File: config.mk
export PLATFORM = sky130hd
export DESIGN_NAME = vga_timing_gen
export DESIGN_NICKNAME = d
export VERILOG_FILES = /design/src/rtl/vga_pkg.sv /design/src/rtl/vga_axis_counter.sv /design/src/rtl/vga_timing_gen.sv
export SDC_FILE = /design/constraint.sdc
export NUM_CORES = 1
export LEC_CHECK = 0
export ABC_AREA = 1
export CAP_MARGIN = 20
export CORE_UTILIZATION = 45
export DETAILED_ROUTE_END_ITERATION = 10
export PLACE_DENSITY = 0.73
export SYNTH_ARGS = -nofsm -noshare
export SYNTH_HDL_FRONTEND = slang
export SYNTH_SLANG_ARGS = --single-unit
File: constraint.sdc
create_clock -name clk -period 2.4 [get_ports clk]
set_clock_uncertainty 0.15 [all_clocks]
set_input_delay 0.48 -clock clk [delete_from_list [all_inputs] [get_ports clk]]
set_output_delay 0.48 -clock clk [all_outputs]
set_load 0.01 [all_outputs]
File: src/rtl/vga_pkg.sv
// VGA 640x480@60 timing constants shared by the timing and colour stages.
// Counter origin is the start of the sync pulse on each axis.
package vga_pkg;

  localparam int unsigned H_ACTIVE = 640;
  localparam int unsigned H_FP     = 16;
  localparam int unsigned H_SYNC   = 96;
  localparam int unsigned H_BP     = 48;
  localparam int unsigned V_ACTIVE = 480;
  localparam int unsigned V_FP     = 10;
  localparam int unsigned V_SYNC   = 2;
  localparam int unsigned V_BP     = 33;

  localparam int unsigned H_TOTAL =
    H_ACTIVE + H_FP + H_SYNC + H_BP;
  localparam int unsigned V_TOTAL =
    V_ACTIVE + V_FP + V_SYNC + V_BP;

  localparam int unsigned H_ACT_START = H_SYNC + H_BP;
  localparam int unsigned V_ACT_START = V_SYNC + V_BP;

  localparam int unsigned TILE_SIZE = 32;

  localparam int unsigned CNT_W = 10;
  typedef logic [CNT_W-1:0] cnt_t;

  typedef struct packed {
    logic hsync;
    logic vsync;
    logic de;
  } sync_t;

endpackage

File: src/rtl/vga_axis_counter.sv
// One raster axis: wrap counter with enable plus registered sync/active flags.
// Ports: clk, rst, en_i; count_o, wrap_o (comb), sync_n_o, active_o (regs).
import vga_pkg::*;

module vga_axis_counter #(
  parameter int unsigned TOTAL     = 800,
  parameter int unsigned SYNC      = 96,
  parameter int unsigned ACT_START = 144,
  parameter int unsigned ACT_END   = 784
) (
  input  logic clk,
  input  logic rst,
  input  logic en_i,
  output cnt_t count_o,
  output logic wrap_o,
  output logic sync_n_o,
  output logic active_o
);

  localparam cnt_t LAST  = cnt_t'(TOTAL - 1);
  localparam cnt_t SYNCW = cnt_t'(SYNC);
  localparam cnt_t A0    = cnt_t'(ACT_START);
  localparam cnt_t A1    = cnt_t'(ACT_END);

  cnt_t cnt_q, cnt_d;
  logic sync_n_q, sync_n_d;
  logic act_q, act_d;

  assign wrap_o = en_i && (cnt_q == LAST);

  // Flags decode the next count so they land on the same edge.
  always_comb begin
    cnt_d = cnt_q;
    if (en_i) begin
      cnt_d = wrap_o ? '0 : cnt_q + 1'b1;
    end
    sync_n_d = (cnt_d >= SYNCW);
    act_d    = (cnt_d >= A0) && (cnt_d < A1);
  end

  always_ff @(posedge clk) begin
    if (rst) begin
      cnt_q    <= '0;
      sync_n_q <= 1'b0;
      act_q    <= 1'b0;
    end else begin
      cnt_q    <= cnt_d;
      sync_n_q <= sync_n_d;
      act_q    <= act_d;
    end
  end

  assign count_o  = cnt_q;
  assign sync_n_o = sync_n_q;
  assign active_o = act_q;

endmodule

File: src/rtl/vga_timing_gen.sv
// VGA raster timing: pixel divider, h/v counters, syncs, enable, strobes.
// Ports: clk, rst in; h_count, v_count, hsync, vsync, display_en, pix_stb,
// line_start, frame_start out. Macro VGA_SYNC_PIPE_EN adds a sync delay stage.
import vga_pkg::*;

module vga_timing_gen #(
  parameter int unsigned H_ACTIVE = vga_pkg::H_ACTIVE,
  parameter int unsigned H_FP     = vga_pkg::H_FP,
  parameter int unsigned H_SYNC   = vga_pkg::H_SYNC,
  parameter int unsigned H_BP     = vga_pkg::H_BP,
  parameter int unsigned V_ACTIVE = vga_pkg::V_ACTIVE,
  parameter int unsigned V_FP     = vga_pkg::V_FP,
  parameter int unsigned V_SYNC   = vga_pkg::V_SYNC,
  parameter int unsigned V_BP     = vga_pkg::V_BP,
  parameter int unsigned CLK_DIV  = 1
) (
  input  logic       clk,
  input  logic       rst,
  output logic [9:0] h_count,
  output logic [9:0] v_count,
  output logic       hsync,
  output logic       vsync,
  output logic       display_en,
  output logic       pix_stb,
  output logic       line_start,
  output logic       frame_start
);

  localparam int unsigned H_TOT = H_ACTIVE + H_FP + H_SYNC + H_BP;
  localparam int unsigned V_TOT = V_ACTIVE + V_FP + V_SYNC + V_BP;
  localparam int unsigned H_A0  = H_SYNC + H_BP;
  localparam int unsigned V_A0  = V_SYNC + V_BP;

  localparam int unsigned DIV_W =
    (CLK_DIV > 1) ? $clog2(CLK_DIV) : 1;
  localparam logic [DIV_W-1:0] DIV_LAST = DIV_W'(CLK_DIV - 1);

  logic [DIV_W-1:0] div_q, div_d;
  logic             div_hit;
  logic             pix_q;
  logic             ls_q;
  logic             fs_q;

  logic h_wrap, v_wrap;
  logic h_sync_n, v_sync_n;
  logic h_act, v_act;
  cnt_t h_cnt, v_cnt;
  sync_t raw;

  assign div_hit = (div_q == DIV_LAST);
  assign div_d   = div_hit ? '0 : div_q + 1'b1;

  always_ff @(posedge clk) begin
    if (rst) begin
      div_q <= '0;
      pix_q <= 1'b0;
      ls_q  <= 1'b0;
      fs_q  <= 1'b0;
    end else begin
      div_q <= div_d;
      pix_q <= div_hit;
      ls_q  <= h_wrap;
      fs_q  <= h_wrap && v_wrap;
    end
  end

  // Counters step at the end of each clk in which pix_stb is high.
  vga_axis_counter #(
    .TOTAL    (H_TOT),
    .SYNC     (H_SYNC),
    .ACT_START(H_A0),
    .ACT_END  (H_A0 + H_ACTIVE)
  ) u_h (
    .clk     (clk),
    .rst     (rst),
    .en_i    (pix_q),
    .count_o (h_cnt),
    .wrap_o  (h_wrap),
    .sync_n_o(h_sync_n),
    .active_o(h_act)
  );

  vga_axis_counter #(
    .TOTAL    (V_TOT),
    .SYNC     (V_SYNC),
    .ACT_START(V_A0),
    .ACT_END  (V_A0 + V_ACTIVE)
  ) u_v (
    .clk     (clk),
    .rst     (rst),
    .en_i    (h_wrap),
    .count_o (v_cnt),
    .wrap_o  (v_wrap),
    .sync_n_o(v_sync_n),
    .active_o(v_act)
  );

  assign raw.hsync = h_sync_n;
  assign raw.vsync = v_sync_n;
  assign raw.de    = h_act && v_act;

`ifdef VGA_SYNC_PIPE_EN
  // One pixel of delay to match the registered colour output.
  sync_t pipe_q;

  always_ff @(posedge clk) begin
    if (rst) begin
      pipe_q <= '{hsync: 1'b1, vsync: 1'b1, de: 1'b0};
    end else if (pix_q) begin
      pipe_q <= raw;
    end
  end

  assign hsync      = pipe_q.hsync;
  assign vsync      = pipe_q.vsync;
  assign display_en = pipe_q.de;
`else
  assign hsync      = raw.hsync;
  assign vsync      = raw.vsync;
  assign display_en = raw.de;
`endif

  assign h_count     = h_cnt;
  assign v_count     = v_cnt;
  assign pix_stb     = pix_q;
  assign line_start  = ls_q;
  assign frame_start = fs_q;

endmodule

# Word-level counts from Yosys, hierarchy flattened
# Index checks and enable logic that the tools add are counted.
[classes] n_addsub=3 n_lt_le_gt_ge=6 n_eq_ne=2 n_mux=4 bitwise_logic=1 n_reduce_logical=7
[ops] operator="2-to-1 mux 10 bit" n=4
[ops] operator="adder 10 x 1 -> 10 bit (second input constant)" n=2
[ops] operator="== test 10 bit (second input constant)" n=2
[ops] operator="less-than comparator 10 bit (second input constant)" n=2
[ops] operator=">= comparator 10 x 2 -> 1 bit (second input constant)" n=1
[ops] operator=">= comparator 10 x 6 -> 1 bit (second input constant)" n=1
[ops] operator=">= comparator 10 x 7 -> 1 bit (second input constant)" n=1
[ops] operator=">= comparator 10 x 8 -> 1 bit (second input constant)" n=1
[ops] operator="logical AND 1 bit" n=6
[ops] operator="OR reduction 2 bit" n=1
[ops] operator="adder 1 bit (second input constant)" n=1
[ops] operator="inverter 1 bit" n=1
[word_totals] reg_bits=28 in_bits=2 out_inout_bits=26 elab_cells=33

# Logic depth before layout (Yosys ltp)
# Gate-level depths: netlist of run 1.
[depth] depth_word=7 ltp_mapped=14 ltp_nobuf=14

# Hierarchy
# Synthesis of run 1 repeated with hierarchy kept, for this count alone.
[hier_totals] cells_unflattened=241 hier_area_um2=1639.1
[modules_own_cells] module="vga_axis_counter at u_v" instances=1 cells_each=129 area_per_inst_um2=829.5 seq_area_each_um2=240.2
[modules_own_cells] module="vga_axis_counter at u_h" instances=1 cells_each=100 area_per_inst_um2=696.9 seq_area_each_um2=240.2
[modules_own_cells] module="vga_timing_gen" instances=1 cells_each=12 area_per_inst_um2=112.6 seq_area_each_um2=80.1

# Worst setup path before layout of run 1
# No wires, ideal clock.
[synth_timing] path_type="reg2reg" from="register u_h.cnt_q[0], in the netlist u_h.count_o[0]" to="register u_v.act_q, in the netlist u_v.active_o" setup_time_ns=0.109 t_arrival_ns=1.569 t_required_ns=2.141 setup_slack_ns=0.573 path_stages_with_launch=15 path_buffers=0 synth_period_minus_slack_ns=1.827 path_cell_list="dfxtp_1 -> ha_1 -> inv_1 -> nor2_2 -> nand2_1 -> nor2_2 -> inv_1 -> nand2_1 -> nand2_1 -> nand2_1 -> nand2_1 -> o21ai_1 -> nand2_1 -> nand2_1 -> inv_1"
[synth_via] elab_chain_cells=7 word_cells_on_any_way=8 classes_between="order compare: 2; eq/ne: 1; mux: 2; reduce/logical: 3"
[synth_lines] element="start, declared" line_no="vga_axis_counter.sv:25" text="cnt_t cnt_q, cnt_d;"
[synth_lines] element="start signal, assigned" line_no="vga_axis_counter.sv:47" text="cnt_q <= cnt_d;"
[synth_lines] element="== test 10 bit *" line_no="vga_axis_counter.sv:29" text="assign wrap_o = en_i && (cnt_q == LAST);"
[synth_lines] element="logical AND 1 bit *" line_no="vga_axis_counter.sv:29"
[synth_lines] element="logical AND 1 bit" line_no="vga_axis_counter.sv:29"
[synth_lines] element="2-to-1 mux 10 bit" line_no="vga_axis_counter.sv:35" text="cnt_d = wrap_o ? '0 : cnt_q + 1'b1;"
[synth_lines] element="2-to-1 mux 10 bit *" line_no="vga_axis_counter.sv:34" text="if (en_i) begin"
[synth_lines] element=">= comparator 10 x 6 -> 1 bit / less-than comparator 10 bit (equally long branches)" line_no="vga_axis_counter.sv:38" text="act_d = (cnt_d >= A0) && (cnt_d < A1);"
[synth_lines] element="logical AND 1 bit *" line_no="vga_axis_counter.sv:38"
[synth_lines] element="end signal, assigned" line_no="vga_axis_counter.sv:49" text="act_q <= act_d;"
[synth_lines] element="end, declared" line_no="vga_axis_counter.sv:27" text="logic act_q, act_d;"
# Every way passes the cells marked *; elsewhere a longest branch is shown, timed or not.
# A chain may end at the register's enable or synchronous reset.

# Worst setup path after layout of run 1
[layout_timing] from="register u_v.cnt_q[4], in the netlist u_v.count_o[4]" to="output port v_count[4]"
[layout_lines] element="start, declared" line_no="vga_axis_counter.sv:25"
[layout_lines] element="start signal, assigned" line_no="vga_axis_counter.sv:47"
[layout_lines] element="end, declared" line_no="vga_timing_gen.sv:20" text="output logic [9:0] v_count,"
# No word-level cell between the ends.

==> impl_metrics.json, run 1 <==
{
  "antenna_found_initial": 0,
  "setup_viol": 0,
  "max_stage_delay_ns": 0.60,
  "drt-total-wl_mm": 3.68,
  "reg2reg_from": "u_v.count_o[0]",
  "dpl.hpwl_mm": 2.84,
  "vdd_ir_drop_max_uv": 219,
  "clock_sinks": 28,
  "worstPathArrival_ns": 1.44,
  "drv_cap": 0,
  "post_cts_buffers": 0,
  "period_share": 0.863,
  "clock.fmax_ghz": 0.483,
  "drc": 0,
  "core_area_um2": 3390,
  "hold_class": "register to register",
  "synth_common_cells": "66 x nand2_1, 46 x nor2_1, 30 x inv_1, 28 x dfxtp_1, 22 x nand3_1",
  "wl_per_cell_um": 11.3,
  "worstHoldStart": "div_q",
  "synth_cell_type_count": 26,
  "power_density_nw_per_um2": 369,
  "synthMostInstantiatedCell": "nand2_1",
  "cts_buffer_depth": 2,
  "numPortBuffers": 27,
  "dieArea_um2": 3820,
  "start_kind": "register",
  "async_flop_share": 0,
  "slew_viol_final": 0,
  "use_met2": 0.366,
  "r2r_cells": 13,
  "cts_resized": 0,
  "numCtsBuffers": 3,
  "io_pins": 28,
  "grt_usage": 0.222,
  "hold_viol": 0,
  "path_buf_inv": 1,
  "rrSetupSlack_ns": 0.35,
  "gp_congestion": 0.960,
  "clkSlewWorstSetupHoldPaths_ns": 0.15,
  "internal_power_mw": 0.573,
  "antenna-diode-count": 0,
  "grt_pass1_vias": 1427,
  "synth-edff-count": 0,
  "viasPerCell": 4.88,
  "critical-path-top-delay-family": "buffers and inverters",
  "ys_top_cells_by_area": "dfxtp_1 35%, nand2_1 15%, nor2_1 11%",
  "avgSynthCellArea_um2": 6.45,
  "syn_to_final_growth_pct": 22.8,
  "regArea_um2": 561,
  "cts-hold-fix-buffers": 0,
  "route.vias.total": 1590,
  "cts_tree": "built",
  "root_buffer": "clkbuf_4",
  "seq_area_frac_synth": 0.348,
  "final_util": 0.584,
  "worstPathCellList": "clkdlybuf4s50_1",
  "min_to": "pix_stb",
  "grt-ovfl-total": 0,
  "yosysTopAreaCell": "dfxtp_1",
  "finalCriticalPeriod_ns": 2.07,
  "drt_first_pass_iters": 4,
  "die_x_um": 61.8,
  "clock_latency_ns": 0.33,
  "swShare": 0.215,
  "yosys_warnings": 0,
  "layout-drive-gt1-share": 0.104,
  "drtAntennaViolNets": 0,
  "dpl_cell_area_um2": 1940,
  "grtUsageMet1": 0.302,
  "grt_setup_unrepaired": "false",
  "endpoint_kind": "primary output",
  "busiest_layer": "met2",
  "hold_ws_ns": 0.244,
  "start_util": 0.475,
  "std_cell_rows": 21,
  "multi_input_area_um2": 897,
  "combPwrFrac": 0.035,
  "grt_pass1_wl_mm": 6.33,
  "die_y_um": 61.8,
  "min_path_cells": 1,
  "syn_nets": 255,
  "use_met3": 0.0290,
  "n_fill_cell": 334,
  "synth-main-ff-cell": "dfxtp_1",
  "p_seq_frac": 0.648,
  "final_area_um2": 1980,
  "grt_max_degree": 16,
  "critPathKind": "register to primary output",
  "syn_area_um2": 1610,
  "ys_seq_elements": 28,
  "h-tree-depth": 1,
  "clkPwrFrac": 0.317,
  "cp_max_fo": 8,
  "layout.nets": 286,
  "syn_inst": 250,
  "r2r-end": "u_v.sync_n_o",
  "synth_top_cell_area_share": 0.348,
  "tns_ns": 0,
  "power.leakage_nw": 0.847,
  "cp.required_ns": 1.77,
  "drtIter0Drc": 120,
  "p_sw_mw": 0.157,
  "slowest_stage": "clkdlybuf4s50_1",
  "status": "finished, final reports clean"
}
==> worst max-delay path by stage <==
stage,start,cells past startpoint,slack (ns),end
2_1_floorplan,u_h.count_o[0],14,0.57,u_v.active_o
3_3_place_gp,u_h.count_o[0],10,0.38,u_v.sync_n_o
3_5_place_dp,u_h.count_o[0],10,0.37,u_v.sync_n_o
4_1_cts,pix_stb,1,0.31,pix_stb
5_1_grt,u_h.count_o[0],10,0.08,u_h.active_o
6_report,u_v.count_o[4],1,0.33,v_count[4]
==> final cells by class <==
cell class / instances / area share
flip-flops and latches: 28 / 0.283
repair buffers: 30 / 0.148
inverters: 36 / 0.0683
clock buffers: 4 / 0.0183
well taps: 46 / 0.0291
multi-input cells: 182 / 0.453
==> through the flow <==
stage | total power, mW | cells | setup WS, ns
finish | 0.730 | 326 | 0.328
global route | 0.765 | 326 | 0.0797
CTS | 0.736 | 326 | 0.314
detailed placement | 0.509 | 322 | 0.374
global placement | 0.509 | 322 | 0.378
floorplan | 0.497 | 250 | 0.573
==> state kept, by name, indices dropped and copies added (netlist names) <==
| register | cells |
|---|---|
| u_v.count_o | 10 |
| div_q | 1 |
| u_v.sync_n_o | 1 |
| u_h.count_o | 10 |
| frame_start | 1 |
| line_start | 1 |
| u_v.active_o | 1 |
| pix_stb | 1 |
| u_h.active_o | 1 |
| u_h.sync_n_o | 1 |
==> kinds of logic (layout without fill, tap and decap cells) <==
logic type / after synthesis / after routing / share of synthesized area
compound gates: 13 / 13 / 0.0427
other cells: 1 / 1 / 0.00233
flops: 28 / 28 / 0.348
xor+xnor: 2 / 2 / 0.0109
buf+inv: 40 / 70 / 0.0955
fa+ha+maj: 3 / 3 / 0.0233
simple gates: 163 / 163 / 0.477
==> routing by layer <==
| layer | wire, µm | share of wire | vias up |
|---|---|---|---|
| li1 | - | - | 842 |
| met1 | 1850 | 0.50 | 709 |
| met4 | 33 | 0.0090 | 0 |
| met5 | 0 | 0 | - |
| met2 | 1700 | 0.46 | 35 |
| met3 | 100 | 0.027 | 4 |
==> placed cells by master, fill, tap and decap left out, drive strengths merged, types with 2 or more instances in the layout <==
master and count:
a21oi 4, buf 3, clkbuf 4, clkdlybuf4s50 27, dfxtp 28, ha 3, inv 36, nand2 66
nand3 24, nand4 11, nor2 56, nor3 4, o21ai 7, xor2 2
==> power groups by stage <==
stage	clock [mW]	sequential, mW	combinational, mW
final	0.232	0.473	0.0258
after global routing	0.261	0.474	0.0291
after CTS	0.237	0.473	0.0262
after detailed placement	0	0.483	0.0260
after floorplan	0	0.482	0.0143
after global placement	0	0.483	0.0260
Note: power is estimated with default switching activity, not from simulation.
==> run 2: changes to the inputs <==
--- a/config.mk
+++ b/config.mk
@@ -7,9 +7,11 @@
 export LEC_CHECK = 0
 export ABC_AREA = 1
 export CAP_MARGIN = 20
-export CORE_UTILIZATION = 45
+export CELL_PAD_IN_SITES_DETAIL_PLACEMENT = 0
+export CELL_PAD_IN_SITES_GLOBAL_PLACEMENT = 2
+export CORE_UTILIZATION = 28
 export DETAILED_ROUTE_END_ITERATION = 10
-export PLACE_DENSITY = 0.73
+export PLACE_DENSITY = 0.82
 export SYNTH_ARGS = -nofsm -noshare
 export SYNTH_HDL_FRONTEND = slang
 export SYNTH_SLANG_ARGS = --single-unit
==> run 2 against run 1 <==
  * Via count rose by 0.50%
  * Critical path type is now register to register
  * Total power increased by 21%
  * Sequential share of layout area fell by 1.4 points
  * Largest power group unchanged
  * Critical path depth up 13
==> impl_metrics.json, run 2 (synthesis gave the netlist of run 1 again) <==
{
  "h-tree-depth": 1,
  "final_area_um2": 2080,
  "gp_congestion": 0.834,
  "numPortBuffers": 27,
  "cpMostUsedCell": "nand2_1",
  "mostFrequentLayoutCell": "nand2_1",
  "viasPerCell": 4.48,
  "period_share": 0.882,
  "power.leakage_nw": 0.889,
  "max_stage_delay_ns": 0.40,
  "route.vias.total": 1598,
  "status": "finished, final reports clean",
  "grt_usage": 0.150,
  "io_pins": 28,
  "grt-ovfl-total": 0,
  "worstPathCellList": "ha_1, inv_1, nor2_2, nand2_1, nor2_2, inv_1, nand2_1, nand2_1, nand2_1, nand2_1, o21ai_1, nand2_1, nand2_1, inv_1",
  "grt_setup_unrepaired": "false",
  "drtAntennaViolNets": 0,
  "tns_ns": 0,
  "clock_sinks": 28,
  "numCtsBuffers": 3,
  "core_area_um2": 5540,
  "dpl.hpwl_mm": 3.40,
  "finalCriticalPeriod_ns": 2.12,
  "cp.required_ns": 2.44,
  "vdd_ir_drop_max_uv": 269,
  "start_kind": "register",
  "layout_common_cells": "66 x nand2_1, 46 x nor2_1, 30 x inv_1",
  "cts_tree": "built",
  "rrSetupSlack_ns": 0.28,
  "antenna_found_initial": 0,
  "worstPathArrival_ns": 2.16,
  "clkSlewWorstSetupHoldPaths_ns": 0.10,
  "layout-drive-gt1-share": 0.119,
  "hold_class": "register to register",
  "wl_per_cell_um": 11.8,
  "antenna-diode-count": 0,
  "layout.nets": 291,
  "setup_viol": 0,
  "power_density_nw_per_um2": 422,
  "post_cts_buffers": 0,
  "clock.fmax_ghz": 0.473,
  "cp_max_fo": 4,
  "cts_buffer_depth": 2,
  "grt_pass1_vias": 1472,
  "grt_max_degree": 17,
  "endpoint_kind": "register",
  "cts_resized": 0,
  "cts-hold-fix-buffers": 0,
  "drv_cap": 0,
  "drc": 0,
  "std_cell_rows": 27,
  "total_power_mw": 0.880,
  "drt-total-wl_mm": 4.21,
  "hold_viol": 0,
  "root_buffer": "clkbuf_8",
  "start_util": 0.291,
  "drt_first_pass_iters": 4,
  "dpl_cell_area_um2": 2010,
  "drtIter0Drc": 107,
  "slowest_stage": "dfxtp_1",
  "clock_latency_ns": 0.28,
  "critPathKind": "register to register",
  "die_x_um": 77.9,
  "dieArea_um2": 6060,
  "grt_pass1_wl_mm": 7.11,
  "die_y_um": 77.9,
  "slew_viol_final": 0,
  "syn_to_final_growth_pct": 29.3
}
run 2: changes by cell type in the layout (fill, tap and decap cells not counted), sizes merged:
cell    change
buf         +5
bufinv      +1
clkbuf      -1
run 2: worst paths after layout:
check	from	to	depth (start not counted)
worst max register to register	u_h.count_o[0]	u_v.active_o	14
worst min-delay path	div_q	pix_stb	1
worst min register to register	div_q	pix_stb	1
worst max-delay path	u_h.count_o[0]	u_v.active_o	14
run 2: final cells by class:
class	count	area (µm²)
Fill cell	624	3460
Sequential cell	28	561
Multi-Input combinational cell	182	897
Clock buffer	3	41.3
Timing Repair Buffer	35	330
Inverter	36	135
Clock inverter	1	30.0
Tap cell	72	90.1
run 2: worst max-delay path: cells and delay by family (launching register included):
| family | cells | cell delay, ns |
|---|---|---|
| buffers and inverters | 3 | 0.19 |
| AOI/OAI and AO/OA | 1 | 0.13 |
| DFF | 1 | 0.40 |
| adders and majority gates | 1 | 0.26 |
| and+or+nand+nor | 9 | 0.88 |
run 2: per-stage QoR:
step                hold slack (ns)  setup WS (ns)  cells   util
floorplan                     0.218          0.573    250      -
global placement              0.226          0.259    353  0.363
detailed placement            0.245          0.289    353  0.363
CTS                           0.261          0.263    357  0.376
global route                  0.277         0.0142    357  0.376
finish                        0.254          0.284    357  0.376
run 2: metal layers:
| layer | up-vias | part of all wire | GRT usage |
|---|---|---|---|
| li1 | 851 | - | - |
| met1 | 727 | 0.49 | 0.200 |
| met2 | 18 | 0.47 | 0.247 |
| met3 | 2 | 0.028 | 0.0165 |
| met4 | 0 | 0.0098 | 0.0566 |
| met5 | - | 0 | 0 |
run 2: power by group:
| part | switching [mW] | internal (mW) | total (mW) |
|---|---|---|---|
| Clock | 0.158 | 0.224 | 0.381 |
| Combinational | 0.0151 | 0.0120 | 0.0271 |
| Sequential | 0.00397 | 0.468 | 0.472 |
| Total | 0.177 | 0.704 | 0.880 |
